File: src/rtl/asym_fifo_pkg.sv
// rtl/asym_fifo_pkg.sv - shared helpers and constants for the asymmetric FIFO family
package asym_fifo_pkg;

  localparam int ERR_STICKY     = 0;
  localparam int ERR_DYNAMIC    = 1;
  localparam int BYTE_MSB_FIRST = 0;
  localparam int BYTE_LSB_FIRST = 1;

  // Ceiling log2, never below 1 so that a degenerate value still yields a usable vector width.
  function automatic int clog2(input int value);
    int r;
    int x;
    r = 0;
    x = value - 1;
    while (x > 0) begin
      r = r + 1;
      x = x >> 1;
    end
    if (r == 0) r = 1;
    return r;
  endfunction

  // Returns 0 for an illegal width pair so the instantiating module can reject it at elaboration.
  function automatic int ratio(input int in_width, input int out_width);
    if (out_width <= 0) return 0;
    if ((in_width % out_width) != 0) return 0;
    if (in_width < 2 * out_width) return 0;
    return in_width / out_width;
  endfunction

endpackage

File: src/rtl/asymfifo_s1_unpack_if.sv
// rtl/asymfifo_s1_unpack_if.sv - push/pop handshake and status bundle of the unpacking FIFO
interface asymfifo_s1_unpack_if #(
  parameter int data_in_width  = 16,
  parameter int data_out_width = 8
);

  logic                      push_req_n;
  logic                      pop_req_n;
  logic [data_in_width-1:0]  data_in;
  logic [data_out_width-1:0] data_out;
  logic                      empty;
  logic                      almost_empty;
  logic                      half_full;
  logic                      almost_full;
  logic                      full;
  logic                      part_wd;
  logic                      error;

  modport master (
    output push_req_n, pop_req_n, data_in,
    input  data_out, empty, almost_empty, half_full, almost_full, full, part_wd, error
  );

  modport slave (
    input  push_req_n, pop_req_n, data_in,
    output data_out, empty, almost_empty, half_full, almost_full, full, part_wd, error
  );

endinterface

File: src/rtl/asymfifo_ram_s1.sv
// rtl/asymfifo_ram_s1.sv - synchronous-write, asynchronous-read register file for the asymmetric FIFOs
module asymfifo_ram_s1 #(
  parameter int width  = 16,
  parameter int depth  = 8,
  parameter int addr_w = 3
) (
  input  logic              clk,
  input  logic              i_we,
  input  logic [addr_w-1:0] i_waddr,
  input  logic [width-1:0]  i_wdata,
  input  logic [addr_w-1:0] i_raddr,
  output logic [width-1:0]  o_rdata
);

  logic [width-1:0] r_mem [depth];

  // Storage is deliberately not reset; the FIFO count guards every read.
  always_ff @(posedge clk) begin
    if (i_we) r_mem[i_waddr] <= i_wdata;
  end

  assign o_rdata = r_mem[i_raddr];

endmodule

File: src/rtl/asymfifo_s1_unpack.sv
// rtl/asymfifo_s1_unpack.sv - single-clock FIFO taking wide words and delivering narrow sub-words
module asymfifo_s1_unpack
  import asym_fifo_pkg::*;
#(
  parameter int data_in_width  = 16,
  parameter int data_out_width = 8,
  parameter int depth          = 8,
  parameter int ae_level       = 2,
  parameter int af_level       = 2,
  parameter int err_mode       = ERR_STICKY,
  parameter int byte_order     = BYTE_MSB_FIRST
) (
  input  logic                 clk,
  input  logic                 rst,
  asymfifo_s1_unpack_if.slave  bus
);

  localparam int K  = ratio(data_in_width, data_out_width);
  localparam int W  = data_out_width;
  localparam int AW = clog2(depth);
  localparam int CW = clog2(depth + 1);
  localparam int SW = clog2(K);

  localparam logic [AW-1:0] P_LAST  = AW'(depth - 1);
  localparam logic [CW-1:0] C_DEPTH = CW'(depth);
  localparam logic [CW-1:0] C_AE    = CW'(ae_level);
  localparam logic [CW-1:0] C_HF    = CW'((depth + 1) / 2);
  localparam logic [CW-1:0] C_AF    = CW'(depth - af_level);
  localparam logic [SW-1:0] S_LAST  = SW'(K - 1);

  if (K < 2) begin : g_bad_ratio
    $error("asymfifo_s1_unpack: data_in_width must be an integer multiple (>=2) of data_out_width");
  end

  logic [AW-1:0] r_wr_ptr;
  logic [AW-1:0] r_rd_ptr;
  logic [CW-1:0] r_count;
  logic [SW-1:0] r_sub_idx;
  logic          r_error;

  logic                     w_empty;
  logic                     w_full;
  logic                     w_push;
  logic                     w_pop;
  logic                     w_retire;
  logic                     w_overflow;
  logic                     w_underflow;
  logic [data_in_width-1:0] w_head;
  logic [W-1:0]             w_sub [K];

  assign w_empty     = (r_count == '0);
  assign w_full      = (r_count == C_DEPTH);
  assign w_push      = !bus.push_req_n && !w_full;
  assign w_pop       = !bus.pop_req_n && !w_empty;
  assign w_retire    = w_pop && (r_sub_idx == S_LAST);
  assign w_overflow  = !bus.push_req_n && w_full;
  assign w_underflow = !bus.pop_req_n && w_empty;

  asymfifo_ram_s1 #(
    .width  (data_in_width),
    .depth  (depth),
    .addr_w (AW)
  ) u_ram (
    .clk     (clk),
    .i_we    (w_push && !rst),
    .i_waddr (r_wr_ptr),
    .i_wdata (bus.data_in),
    .i_raddr (r_rd_ptr),
    .o_rdata (w_head)
  );

  always_ff @(posedge clk) begin
    if (rst) begin
      r_wr_ptr  <= '0;
      r_rd_ptr  <= '0;
      r_count   <= '0;
      r_sub_idx <= '0;
      r_error   <= 1'b0;
    end else begin
      if (w_push) r_wr_ptr <= (r_wr_ptr == P_LAST) ? '0 : r_wr_ptr + 1'b1;
      if (w_pop) begin
        if (r_sub_idx == S_LAST) begin
          r_sub_idx <= '0;
          r_rd_ptr  <= (r_rd_ptr == P_LAST) ? '0 : r_rd_ptr + 1'b1;
        end else begin
          r_sub_idx <= r_sub_idx + 1'b1;
        end
      end
      case ({w_push, w_retire})
        2'b10:   r_count <= r_count + 1'b1;
        2'b01:   r_count <= r_count - 1'b1;
        default: r_count <= r_count;
      endcase
      if (err_mode == ERR_STICKY) r_error <= r_error | w_overflow | w_underflow;
      else                        r_error <= w_overflow | w_underflow;
    end
  end

  for (genvar j = 0; j < K; j++) begin : g_sub
    if (byte_order == BYTE_LSB_FIRST) begin : g_lsb
      assign w_sub[j] = w_head[j*W +: W];
    end else begin : g_msb
      assign w_sub[j] = w_head[data_in_width-1-j*W -: W];
    end
  end

  assign bus.data_out     = w_empty ? '0 : w_sub[r_sub_idx];
  assign bus.empty        = w_empty;
  assign bus.almost_empty = (r_count <= C_AE);
  assign bus.half_full    = (r_count >= C_HF);
  assign bus.almost_full  = (r_count >= C_AF);
  assign bus.full         = w_full;
  assign bus.part_wd      = (r_sub_idx != '0);
  assign bus.error        = r_error;

endmodule

File: src/flat_wrapper.sv
// flat-port wrapper written by rule: the top's interface ports become plain ports
module asymfifo_s1_unpack_flat import asym_fifo_pkg::*;
#(
  parameter int data_in_width  = 16,
  parameter int data_out_width = 8,
  parameter int depth          = 8,
  parameter int ae_level       = 2,
  parameter int af_level       = 2,
  parameter int err_mode       = ERR_STICKY,
  parameter int byte_order     = BYTE_MSB_FIRST
)
  (clk, rst, bus_push_req_n, bus_pop_req_n, bus_data_in, bus_data_out, bus_empty, bus_almost_empty, bus_half_full, bus_almost_full, bus_full, bus_part_wd, bus_error);
  asymfifo_s1_unpack_if #(.data_in_width(data_in_width), .data_out_width(data_out_width)) bus_i ();
  input  logic clk;
  input  logic rst;
  input wire logic [$bits(bus_i.push_req_n)-1:0] bus_push_req_n;
  input wire logic [$bits(bus_i.pop_req_n)-1:0] bus_pop_req_n;
  input wire logic [$bits(bus_i.data_in)-1:0] bus_data_in;
  output wire logic [$bits(bus_i.data_out)-1:0] bus_data_out;
  output wire logic [$bits(bus_i.empty)-1:0] bus_empty;
  output wire logic [$bits(bus_i.almost_empty)-1:0] bus_almost_empty;
  output wire logic [$bits(bus_i.half_full)-1:0] bus_half_full;
  output wire logic [$bits(bus_i.almost_full)-1:0] bus_almost_full;
  output wire logic [$bits(bus_i.full)-1:0] bus_full;
  output wire logic [$bits(bus_i.part_wd)-1:0] bus_part_wd;
  output wire logic [$bits(bus_i.error)-1:0] bus_error;
  assign bus_i.push_req_n = bus_push_req_n;
  assign bus_i.pop_req_n = bus_pop_req_n;
  assign bus_i.data_in = bus_data_in;
  assign bus_data_out = bus_i.data_out;
  assign bus_empty = bus_i.empty;
  assign bus_almost_empty = bus_i.almost_empty;
  assign bus_half_full = bus_i.half_full;
  assign bus_almost_full = bus_i.almost_full;
  assign bus_full = bus_i.full;
  assign bus_part_wd = bus_i.part_wd;
  assign bus_error = bus_i.error;
  asymfifo_s1_unpack #(.data_in_width(data_in_width), .data_out_width(data_out_width), .depth(depth), .ae_level(ae_level), .af_level(af_level), .err_mode(err_mode), .byte_order(byte_order)) u_core (.clk(clk), .rst(rst), .bus(bus_i));
endmodule
File: config.mk
export PLATFORM = sky130hd
export DESIGN_NAME = asymfifo_s1_unpack_flat
export DESIGN_NICKNAME = d
export VERILOG_FILES = /design/src/rtl/asym_fifo_pkg.sv /design/src/rtl/asymfifo_s1_unpack_if.sv /design/src/rtl/asymfifo_ram_s1.sv /design/src/rtl/asymfifo_s1_unpack.sv /design/src/flat_wrapper.sv
export SDC_FILE = /design/constraint.sdc
export NUM_CORES = 1
export LEC_CHECK = 0
export BUFFER_PORTS_ARGS = -buffer_cell sky130_fd_sc_hd__buf_2
export CAP_MARGIN = 10
export CORE_MARGIN = 10
export CORE_UTILIZATION = 55
export CTS_BUF_LIST = sky130_fd_sc_hd__clkbuf_4 sky130_fd_sc_hd__clkbuf_8
export CTS_CLUSTER_SIZE = 25
export DETAILED_ROUTE_END_ITERATION = 10
export PLACE_DENSITY_LB_ADDON = 0.05
export SETUP_SLACK_MARGIN = 0.1
export SLEW_MARGIN = 0
export SYNTH_ARGS = -nofsm -noshare
export SYNTH_HDL_FRONTEND = slang
export SYNTH_SLANG_ARGS = --single-unit
export TNS_END_PERCENT = 20
File: constraint.sdc
create_clock -name clk -period 8.1 [get_ports clk]
set_clock_uncertainty 0.1 [all_clocks]
set_input_delay 1.62 -clock clk [delete_from_list [all_inputs] [get_ports clk]]
set_output_delay 1.62 -clock clk [all_outputs]
set_load 0.01 [all_outputs]
Word-level counts from Yosys, hierarchy flattened
Memories as Yosys holds them, arrays and structs flattened. A register that Yosys moved wholly into a read port is not among the register bits.
Cells that the tools add are included.

word-level totals
  register bits = 12
  latch bits = 0
  memory bits (writable) = 128
  memory bits (read-only) = 0
  input port bits = 20
  output and inout port bits = 15
  word-level logic and storage cells = 49
  memories kept = 1

memories
  name                words  bits a word  read ports  clocked after memory_dff  wr ports  RTL line               RTL
  u_core.u_ram.r_mem  8      16           1           1                         1         asymfifo_ram_s1.sv:15  logic [width-1:0] r_mem [depth];

operators by class
  $add $sub $neg = 5
  multipliers = 0
  div/mod/pow operators = 0
  order comparisons = 4
  equal/unequal tests = 5
  shift operators = 0
  mux-type cells = 12
  bitwise operators = 3
  reductions and logical operators = 14

operators by type and width
  operator                                                               number
  8-bit 2-to-1 mux                                                       4
  3-bit 2-to-1 mux                                                       4
  4-bit by 3-bit >= comparator with 1-bit output, second input constant  2
  4-bit case mux with 2 select lines                                     1
  3-bit by 1-bit adder with 3-bit output, second input constant          2
  3-bit equality test, second input constant                             2
  1-bit logical AND                                                      6
  1-bit logical NOT                                                      5
  4-bit by 1-bit adder with 4-bit output, second input constant          1
  4-bit equality test, second input constant                             1
  4-bit by 2-bit <= comparator with 1-bit output, second input constant  1
  4-bit logical NOT                                                      1
  4-bit by 1-bit subtractor with 4-bit output, second input constant     1
  1-bit 2-to-1 mux                                                       3
  2-bit by 1-bit equality test with 1-bit output, second input constant  1
  2-bit equality test, second input constant                             1
  2-bit >= comparator, second input constant                             1
  1-bit NOT with 2-bit output                                            1
  1-bit bitwise OR                                                       2
  2-bit AND reduction                                                    1
  2-bit nonzero test                                                     1
  1-bit adder, second input constant                                     1

Logic depth before layout (Yosys ltp)
Gate-level depths: netlist of run 1.

  depth in word-level cells = 6
  depth in mapped cells = 10
  gate-level depth less buffers = 8

By module
Synthesis of run 1 repeated with hierarchy kept, for this count alone.

unflattened totals
  cells, all modules = 291
  area, all modules = 5771.8 µm²

modules (own cells, without submodules)
  module              instances  cells each  area each (µm²)  seq. area each (µm²)
  asymfifo_ram_s1     1          198         4973.5           3843.7
  asymfifo_s1_unpack  1          93          798.3            240.2

Worst setup path after synthesis of run 1
Ideal clock, no wire load.

  path type = input port to flip-flop
  start = input port bus_push_req_n
  end = memory u_core.u_ram.r_mem[0][0] (enable)
  setup time = 409 ps
  arrival time = 3110 ps
  slack = 4481 ps
  cell stages on the path = 3
  cell sequence = nor3_1 -> nand2b_1 -> nor3_1

on the way
  longest elaborated chain between the ends = 5

RTL lines
  item                                    RTL line                  RTL
  from (decl)                             flat_wrapper.sv:16        input wire logic [$bits(bus_i.push_req_n)-1:0] bus_push_req_n;
  1-bit logical NOT                       asymfifo_s1_unpack.sv:53  assign w_push = !bus.push_req_n && !w_full;
  1-bit logical AND                       asymfifo_s1_unpack.sv:53
  1-bit logical AND                       asymfifo_s1_unpack.sv:65  .i_we (w_push && !rst),
  1-bit 2-to-1 mux                        asymfifo_ram_s1.sv:19     if (i_we) r_mem[i_waddr] <= i_wdata;
  1-bit 2-to-1 mux (implied by the code)  asymfifo_ram_s1.sv:19
  to (decl)                               asymfifo_ram_s1.sv:15

No other way between the ends.

==> impl_results.md, run 1 <==
- Status: completed
- Reg2reg setup slack: 5.29 ns
- Drt first pass iters: 6
- DIE HEIGHT: 122 um
- Crit. End Element: primary output
- Asr flop ratio synth: 0%
- Crit Path Category: reg2out
- Unrepaired setup endpoints after global routing: no
- Clk slew on worst S/H paths: 0.07 ns
- Worst EP arrival: 2.56 ns
- Flops & latches, synth: 143
- Post-CTS Resized: 0
- DRT Wirelength: 10,300 um
- Pre-CTS setup slack: 4.17 ns
- Total power: 1440 uW
- Share of cells above drive strength 1: 33.1%
- Register area share after synthesis: 73.0%
- Final Cycle Share: 52.9%
- Vias: 2,788
- Fin. Hold Viols: 0
- Post-Syn Area: 5670 sq um
- Post-synthesis compound-gate area fraction: 2.14%
- Postcts setup bufs: 0
- Power Density: 225 nW/um^2
- Mapped Cells: 292
- Sum Neg Setup Slack: 0 ns
- Slew margin rel.: 24.9%
- Die ar.: 14,800 sq um
- WL per Instance: 21.0 um
- CTS Hold Bufs: 0
- Hpwl dp: 6380 um
- Gpl congestion: 0.750
- Min-delay worst type: reg2reg
- Ys flop type: edfxtp_1
- Least-Margin Pin Slew: 1.13 ns
- Tmin final: 4.28 ns
- Grt ovf: 0
- Post-synth EDFFs: 128
- Unique cell type count in the Yosys netlist: 37
- Avg Inst Size Synth: 19.4 sq um
- Post-synthesis mux area share: 16.8%
- Die width: 122 um
- Maxcap violations: 0
- CTS HTree Levels: 4
- GRT Overall Usage: 15.1%
- Required time worst endpoint: 6.38 ns
- Achievable Freq: 234 MHz
- Synth Area in Simple Gates: 5.18%
- Area growth syn-to-layout: 13.1%
- DRC Markers: 0
- Fin nets: 366
- Max Slew Vio Count: 0
- Post-DRT Antenna Nets: 0
- Post-Synth Adder-Cell Area: 1.32%
- Yosys warnings: 0
- # IOs: 35
- CTS Buffer Depth: 2
- Initial Utilization: 55.7%
- Fin Hold WS: 0.381 ns
- Core Region: 10,200 sq um
- Port Buffers: 34
- Crit Path Max Fanout: 21
- Pleak: 0.00212 uW
- CTS sink count: 143
- DRT iter0 DRCs: 233
- Total CTS buffers: 17
- Maximum VDD drop: 0.141 mV
- Main combinational cell family by area after synthesis: multiplexers
- Root Driver: clkbuf_8
- CTS tree: built
- Vias in the first global route: 2,965
- CP Launch Type: flip-flop
- Final worst slack: 3.82 ns
- First-pass GRT wire length: 16,400 um
- Antenna cell count: 0
- Initial antenna violation count: 0
- Largest net degree at the start of global routing: 33
- Mapped Nets: 318
- Worst-Skew Late Latency: 0.43 ns
- Placement Rows: 37
- Setup-failing EPs final: 0
- Vias per Instance: 5.70
- Xor and xnor area share after synthesis: 0.154%
synthesized netlist by cell type (all sizes together) (2+ instances only):
| cell type | instances | share of area, % |
|---|---|---|
| mux2i | 21 | 3.7 |
| or2 | 2 | 0.22 |
| a21oi | 5 | 0.51 |
| nor3 | 7 | 0.62 |
| mux2 | 2 | 0.40 |
| ha | 6 | 1.3 |
| o22ai | 8 | 0.88 |
| clkbuf | 4 | 0.26 |
| dfxtp | 15 | 5.3 |
| nand2b | 5 | 0.68 |
| edfxtp | 128 | 68 |
| nor2b | 6 | 0.66 |
| buf | 11 | 1.0 |
| nor2 | 16 | 1.1 |
| nand2 | 6 | 0.40 |
| mux4 | 32 | 13 |
| o21ai | 3 | 0.26 |
| or3 | 2 | 0.22 |
power by group:
group	internal (uW)	switching, uW
logic	34.9	47.1
registers	814	8.63
clock network	281	259
area by class of cell:
cell class              instances  area (sq um)
well taps                     136           170
repair buffers                 44           245
fillers                       753          3770
multi-input cells             133          1460
inverters                       1          3.75
clock buffers                  19           249
clock inverters                13           141
flip-flops and latches        143          4150
per-layer routing:
layer / GRT usage (%) / wire length, um / vias up
li1: - / - / 1281
met1: 19.3 / 4570 / 1454
met2: 23.5 / 5180 / 45
met3: 4.95 / 427 / 8
met4: 5.74 / 76 / 0
met5: 0 / 0 / -
path summary, 6_finish.rpt:
check / to / cells after the start / from
worst min register to register: u_core.bus.error / 2 / u_core.bus.error
worst max-delay path: bus_data_out[6] / 5 / flip-flop
worst min-delay path: u_core.bus.error / 2 / u_core.bus.error
worst max register to register: u_core.r_count[2] / 8 / u_core.r_count[2]
sequential cells by signal (all words and copies together) (netlist names), named ones only:
| register | count |
|---|---|
| u_core.r_rd_ptr | 3 |
| u_core.bus.part_wd | 1 |
| u_core.r_wr_ptr | 3 |
| u_core.bus.error | 1 |
| u_core.u_ram.r_mem | 128 |
| u_core.r_count | 4 |
critical path, stage by stage (launching register included):
cell     delay [ns]
dfxtp_2        0.59
buf_4          0.46
mux4_2         0.55
mux2i_1        0.20
o22ai_1        0.14
buf_2          0.18
per-stage QoR:
| stage | util [%] | area [sq um] | std cells |
|---|---|---|---|
| global placement | 59.2 | 6030 | 457 |
| floorplan | - | 5670 | 292 |
| CTS | 63.0 | 6420 | 489 |
| finish | 63.0 | 6420 | 489 |
| global route | 63.0 | 6420 | 489 |
| detailed placement | 59.2 | 6030 | 457 |
cells in the final DEF, fill, tap and decap left out, types with 5 or more instances in the layout:
cell	count
ha_1	6
buf_4	10
mux4_2	32
o22ai_1	8
clkinv_4	5
mux2i_1	21
buf_2	34
nor2b_1	6
nand2_1	6
nor2_1	16
dfxtp_1	14
nor3_1	5
edfxtp_1	128
clkbuf_8	17
cells by family after synthesis:
kind of cell | count (synthesis)
AOI/OAI and AO/OA | 19
xor gates and xnor gates | 1
adders and majority gates | 6
buffers and inverters | 16
DFF | 143
muxes | 55
and+or+nand+nor | 52
Power figures use the tool's default switching activity.
==> inputs of run 2 (changes only) <==
==> constraint.sdc (replaced) <==
create_clock -name clk -period 3.91 [get_ports clk]
set_clock_uncertainty 0.1 [all_clocks]
set_input_delay 0.782 -clock clk [delete_from_list [all_inputs] [get_ports clk]]
set_output_delay 0.782 -clock clk [all_outputs]
set_load 0.01 [all_outputs]
==> run 2 against run 1 <==
  * Die area unchanged
  * Wire length increased by 1.6%
  * Clock-buffer cell count is 11 higher
  * Critical path depth did not move
  * First-iteration DRC count down 42%
  * Clock power up 91%
  * Hold slack gained 0.00069 ns
  * Register-to-register slack worse by 4.2 ns
  * Critical path type unchanged
  * Largest power group unchanged
==> impl_results.md, run 2 (synthesized netlist as in run 1, its figures left out) <==
- Maximum VDD drop: 0.294 mV (+110%)
- Maxcap violations: 0 (unchanged)
- Total CTS buffers: 17 (unchanged)
- Vias in the first global route: 2,935 (-1.0%)
- CP delay by family, top: multiplexers
- Post-route cell area: 6430 sq um (+0.23%)
- Tmin final: 3.10 ns
- Slowest cell delay on critical path: 0.54 ns (-0.05 ns)
- Crit. End Element: primary output
- CP Launch Type: flip-flop
- Vias: 2,759 (-1.0%)
- Non-Filler Instances: 495 (+1.2%)
- Area growth syn-to-layout: 13.4%
- CP bufs+invs: 2 (unchanged)
- Fin nets: 372 (+1.6%)
- Hold Path Stages: 2 (unchanged)
- Achievable Freq: 323 MHz
- Required time worst endpoint: 3.03 ns (-3.35 ns)
- # fillers: 758 (+0.66%)
- Root Driver: clkbuf_8
- Max Slew Vio Count: 0 (unchanged)
- Pleak: 0.00216 uW (+1.7%)
- Placement Rows: 37 (unchanged)
- Reg2Reg Capture Point: u_core.r_count[2]
- Cell area after placement: 6070 sq um (+0.75%)
- Dpl cells: 463 (+1.3%)
- DIE HEIGHT: 122 um (unchanged)
- Worst flop-to-flop path startpoint: u_core.r_count[2]
- CP max-delay cell: mux4_2
- Commonest non-fill, non-tap cells in the layout: edfxtp_1, buf_2, mux4_2, mux2i_1, clkbuf_8
- Largest regs: u_core.u_ram.r_mem x128, u_core.r_count x4
- GRT Overall Usage: 15.1% (+0.020 points)
- CTS Buffer Depth: 2 (unchanged)
- Hpwl dp: 6600 um (+3.4%)
- Crit Path Max Fanout: 13 (-38%)
- Vias per Instance: 5.57 (-2.2%)
- Final core occ: 63.2% (+0.15 points)
- CTS tree: built
- Biggest register: u_core.u_ram.r_mem
- Least-Margin Pin Slew: 0.847 ns (-0.279 ns)
- Leading cell type in the layout, fill and taps excluded: edfxtp_1
- Initial antenna violation count: 0 (unchanged)
- Fin. Hold Viols: 0 (unchanged)
- Drt first pass iters: 4 (-2)
- Largest net degree at the start of global routing: 33 (unchanged)
- Setup-failing EPs final: 0 (unchanged)
- Hold path endpoint: u_core.bus.error
- Clk slew on worst S/H paths: 0.07 ns (about the same)
- CTS Hold Bufs: 0 (unchanged)
- Grt ovf: 0 (unchanged)
- Min-delay worst type: reg2reg
- Unrepaired setup endpoints after global routing: no
- Max reg flops: 128 (unchanged)
- Antenna cell count: 0 (unchanged)
- Core Region: 10,200 sq um (unchanged)
- Die width: 122 um (unchanged)
- # IOs: 35 (unchanged)
- Worst-Skew Late Latency: 0.42 ns (about the same)
- M2 GR Usage: 23.5% (-0.034 points)
- Met3 usage: 5.00% (+0.046 points)
- CTS sink count: 143 (unchanged)
- Share of cells above drive strength 1: 34.5% (+1.4 points)
- DRC Markers: 0 (unchanged)
- Postcts setup bufs: 0 (unchanged)
- Busiest grt layer: met2
- First-pass GRT wire length: 16,200 um (-0.93%)
- Status: completed
- Final Cycle Share: 79.2%
- Initial Utilization: 55.7% (unchanged)
- Reg2Reg Depth: 8 (unchanged)
- Slew margin rel.: 43.4% (+19 points)
- DRT Wirelength: 10,400 um (+1.6%)
- DRT iter0 DRCs: 136 (-42%)
- CTS HTree Levels: 4 (unchanged)
- Power Density: 452 nW/um^2 (+100%)
- Post-DRT Antenna Nets: 0 (unchanged)
- Reg2reg setup slack: 1.06 ns (-4.23 ns)
- Sum Neg Setup Slack: 0 ns (unchanged)
- Post-CTS Resized: 0 (unchanged)
- Die ar.: 14,800 sq um (unchanged)
- Worst EP arrival: 2.22 ns (-0.34 ns)
- Cell Chain, Critical Path: buf_4 > mux4_2 > mux2i_1 > o22ai_1 > buf_2
- Gpl congestion: 0.774 (+3.1%)
- Met1 Use GR: 19.6% (+0.22 points)
- Fin Hold WS: 0.382 ns (+0.000689 ns)
- Crit Path Category: reg2out
- Hold Crit Start: u_core.bus.error
- Port Buffers: 34 (unchanged)
- WL per Instance: 21.1 um (+0.42%)
## run 2: changes by cell type in the layout (fill, tap and decap cells not counted), moves of 2 or more
cell / delta
clkbuf_4: +8
buf_4: +6
clkinv_4: -5
clkinvlp_4: -2
bufinv_16: -2
clkbuf_8: +3
## run 2: layout make-up
type / instances / area, sq um / area share (%)
Inverter: 1 / 3.75 / 0.0584
Clock buffer: 30 / 350 / 5.45
Timing Repair Buffer: 50 / 290 / 4.51
Sequential cell: 143 / 4150 / 64.4
Tap cell: 136 / 170 / 2.65
Clock inverter: 2 / 10.0 / 0.156
Multi-Input combinational cell: 133 / 1460 / 22.7
## run 2: worst register-to-register path, cell delays in order (launching register included)
cell,delay [ns]
dfxtp_1,0.40
or4_4,0.61
and2_1,0.24
ha_1,0.29
xor2_1,0.16
ha_1,0.21
o21a_1,0.19
nor3_1,0.18
mux2_2,0.36
## run 2: routing by layer
metal	wire, um	share of wire, %
met1	4670	45
met2	5100	49
met3	529	5.1
met4	126	1.2
met5	0	0
## run 2: through the flow
stage | setup slack, ns | power (uW)
2_1_floorplan | 1.13 | 1840
3_3_place_gp | 1.13 | 1910
3_5_place_dp | 1.02 | 1910
4_1_cts | 0.734 | 2940
5_1_grt | 0.652 | 3030
6_report | 0.812 | 2910
## run 2: power breakdown
group          switching [uW]  internal, uW
sequential               16.1          1690
combinational             101          74.6
clock                     469           559
## run 2: how the worst max path moves through the flow
stage / end / slack, ns / depth (start not counted)
floorplan: u_core.u_ram.r_mem[0][0] / 1.13 / 3
global placement: u_core.r_count[2] / 1.13 / 9
detailed placement: u_core.r_count[2] / 1.02 / 9
CTS: bus_data_out[3] / 0.73 / 5
global route: bus_data_out[6] / 0.65 / 5
finish: bus_data_out[6] / 0.81 / 5
==> inputs of run 3 (changes only) <==
==> constraint.sdc (replaced) <==
create_clock -name clk -period 2.5 [get_ports clk]
set_clock_uncertainty 0.1 [all_clocks]
set_input_delay 0.5 -clock clk [delete_from_list [all_inputs] [get_ports clk]]
set_output_delay 0.5 -clock clk [all_outputs]
set_load 0.01 [all_outputs]
==> run 3 against run 2 <==
  * The flow now finishes with violations (setup timing)
  * Sequential power up 56%
  * Clock-buffer cell count down 12
  * Die area unchanged
  * Sequential share of layout area down 2.7 points
  * Critical path type unchanged
  * Largest cell class unchanged
  * Highest routed layer unchanged
==> impl_results.md, run 3 (synthesized netlist as in run 1, its figures left out) <==
- Status: finished with violations
- Failing checks: setup timing
- Tmin final: 2.65 ns
- Grt ovf: 0 (unchanged)
- CP Launch Type: flip-flop
- Max reg flops: 128 (unchanged)
- Commonest non-fill, non-tap cells in the layout: edfxtp_1, buf_2, mux4_2, buf_4, clkbuf_8
- Fin Hold WS: 0.229 ns (-0.153 ns)
- Post-DRT Antenna Nets: 0 (unchanged)
- Max Slew Vio Count: 0 (unchanged)
- Die ar.: 14,800 sq um (unchanged)
- Least-Margin Pin Slew: 0.311 ns (-0.536 ns)
- # fillers: 749 (-1.2%)
- Crit Path Category: reg2out
- Fin nets: 389 (+4.6%)
- Total CTS buffers: 17 (unchanged)
- Drt first pass iters: 4 (unchanged)
- CTS tree: built
- Largest net degree at the start of global routing: 33 (unchanged)
- Setup-failing EPs final: 8 (+8)
- Maxcap violations: 0 (unchanged)
- Leading cell type in the layout, fill and taps excluded: edfxtp_1
- Vias in the first global route: 3,048 (+3.9%)
- Worst-Skew Late Latency: 0.44 ns (+0.02 ns)
- CTS sink count: 143 (unchanged)
- DRT iter0 DRCs: 233 (+71%)
- Crit. End Element: primary output
- CTS Hold Bufs: 0 (unchanged)
- Total power: 4670 uW (+61%)
- Cell area after placement: 6250 sq um (+3.0%)
- Biggest register: u_core.u_ram.r_mem
- GRT Overall Usage: 15.7% (+0.60 points)
- Power Density: 694 nW/um^2 (+54%)
- Largest regs: u_core.u_ram.r_mem x128, u_core.r_count x4
- Required time worst endpoint: 1.90 ns (-1.13 ns)
- Final core occ: 66.0% (+2.8 points)
- WL per Instance: 21.2 um (+0.87%)
- Maximum VDD drop: 0.321 mV (+8.9%)
- Crit Path Max Fanout: 7 (-6)
- Fin. Hold Viols: 0 (unchanged)
- Clk slew on worst S/H paths: 0.08 ns (about the same)
- Worst flop-to-flop path startpoint: u_core.r_count[2]
- Gpl congestion: 0.784 (+1.3%)
- CTS HTree Levels: 4 (unchanged)
- Worst EP arrival: 2.05 ns (-0.17 ns)
- Final worst slack: -0.153 ns (-0.965 ns)
- Antenna cell count: 0 (unchanged)
- Achievable Freq: 377 MHz
- # IOs: 35 (unchanged)
- Reg2reg setup slack: 0.06 ns (-1.00 ns)
- DRT Wirelength: 10,900 um (+4.1%)
- Share of cells above drive strength 1: 40.0% (+5.5 points)
- Reg2Reg Depth: 8 (unchanged)
- Reg2Reg Capture Point: u_core.r_count[2]
- Unrepaired setup endpoints after global routing: yes
- Final Cycle Share: 106%
- Port Buffers: 34 (unchanged)
- Hpwl dp: 6800 um (+3.0%)
- Root Driver: clkbuf_8
- Die width: 122 um (unchanged)
- First-pass GRT wire length: 16,900 um (+4.0%)
- Vias per Instance: 5.61 (+0.63%)
- CTS Buffer Depth: 2 (unchanged)
- Non-Filler Instances: 511 (+3.2%)
- Initial Utilization: 55.7% (unchanged)
- Pleak: 0.00227 uW (+5.4%)
- Placement Rows: 37 (unchanged)
- DRC Markers: 0 (unchanged)
- Vias: 2,866 (+3.9%)
- Dpl cells: 477 (+3.0%)
- DIE HEIGHT: 122 um (unchanged)
- Min-delay worst type: in2reg
- Slew margin rel.: 79.1% (+36 points)
- Initial antenna violation count: 0 (unchanged)
- Core Region: 10,200 sq um (unchanged)
- Crit path to: bus_data_out[3]
- Area growth syn-to-layout: 18.4%
- Post-route cell area: 6720 sq um (+4.5%)
## run 3: changes by cell type in the layout (fill, tap and decap cells not counted), moves of 3 or more
cell | before | now
clkbuf_8 | 20 | 17
buf_4 | 16 | 26
clkbuf_4 | 10 | 1
clkinv_1 | 0 | 3
mux2i_1 | 21 | 15
buf_12 | 0 | 5
mux2i_2 | 0 | 6
## run 3: repair_timing
action,CTS,global route
resized for setup,5,5
setup endpoints to repair,9,9
gates cloned,0,2
endpoints found under the hold margin,0,0
pin swaps,2,5
setup buffers,1,0
## run 3: worst max-delay path, cell delays in order (launching register included)
cell and delay, ns:
dfxtp_4 0.43, buf_12 0.15, mux4_2 0.51, mux2i_2 0.21, o22ai_1 0.15, buf_2 0.16
## run 3: area by class of cell
type,count,area [sq um],area share (%)
Timing Repair Buffer,67,515,7.67
Tap cell,136,170,2.53
Inverter,1,3.75,0.0559
Multi-Input combinational cell,133,1510,22.5
Clock buffer,18,241,3.59
Clock inverter,13,124,1.84
Sequential cell,143,4150,61.8
## run 3: how the worst min path moves through the flow
| stage | startpoint | end | slack, ns | depth (start not counted) |
|---|---|---|---|---|
| after floorplan | u_core.r_wr_ptr[0] | u_core.r_wr_ptr[0] | 0.37 | 2 |
| after global placement | u_core.bus.error | u_core.bus.error | 0.36 | 2 |
| after detailed placement | u_core.bus.error | u_core.bus.error | 0.37 | 2 |
| after CTS | bus_data_in[12] | u_core.u_ram.r_mem[4][12] | 0.21 | 1 |
| after global routing | bus_data_in[4] | u_core.u_ram.r_mem[5][4] | 0.22 | 1 |
| final | bus_data_in[12] | u_core.u_ram.r_mem[4][12] | 0.23 | 1 |
## run 3: where the power goes
| group | leakage (uW) | switching (uW) | internal (uW) |
|---|---|---|---|
| logic | 0.000809 | 174 | 150 |
| registers | 0.00128 | 18.4 | 2640 |
| clock network | 0.000184 | 813 | 874 |
## run 3: per-stage QoR
step / worst slack (ns) / TNS (ns)
finish: -0.153 / -1.03
global placement: 0.134 / 0
floorplan: -0.0651 / -0.0651
detailed placement: 0.0998 / 0
global route: -0.249 / -1.82
CTS: -0.196 / -1.31
## run 3: metal layers
layer  share of wire [%]  track usage, %  vias to the layer above
li1                    -               -                     1324
met1                  43            20.0                     1449
met2                  50            25.4                       82
met3                 5.7            4.16                       11
met4                 1.2            6.04                        0
met5                   0               0                        -
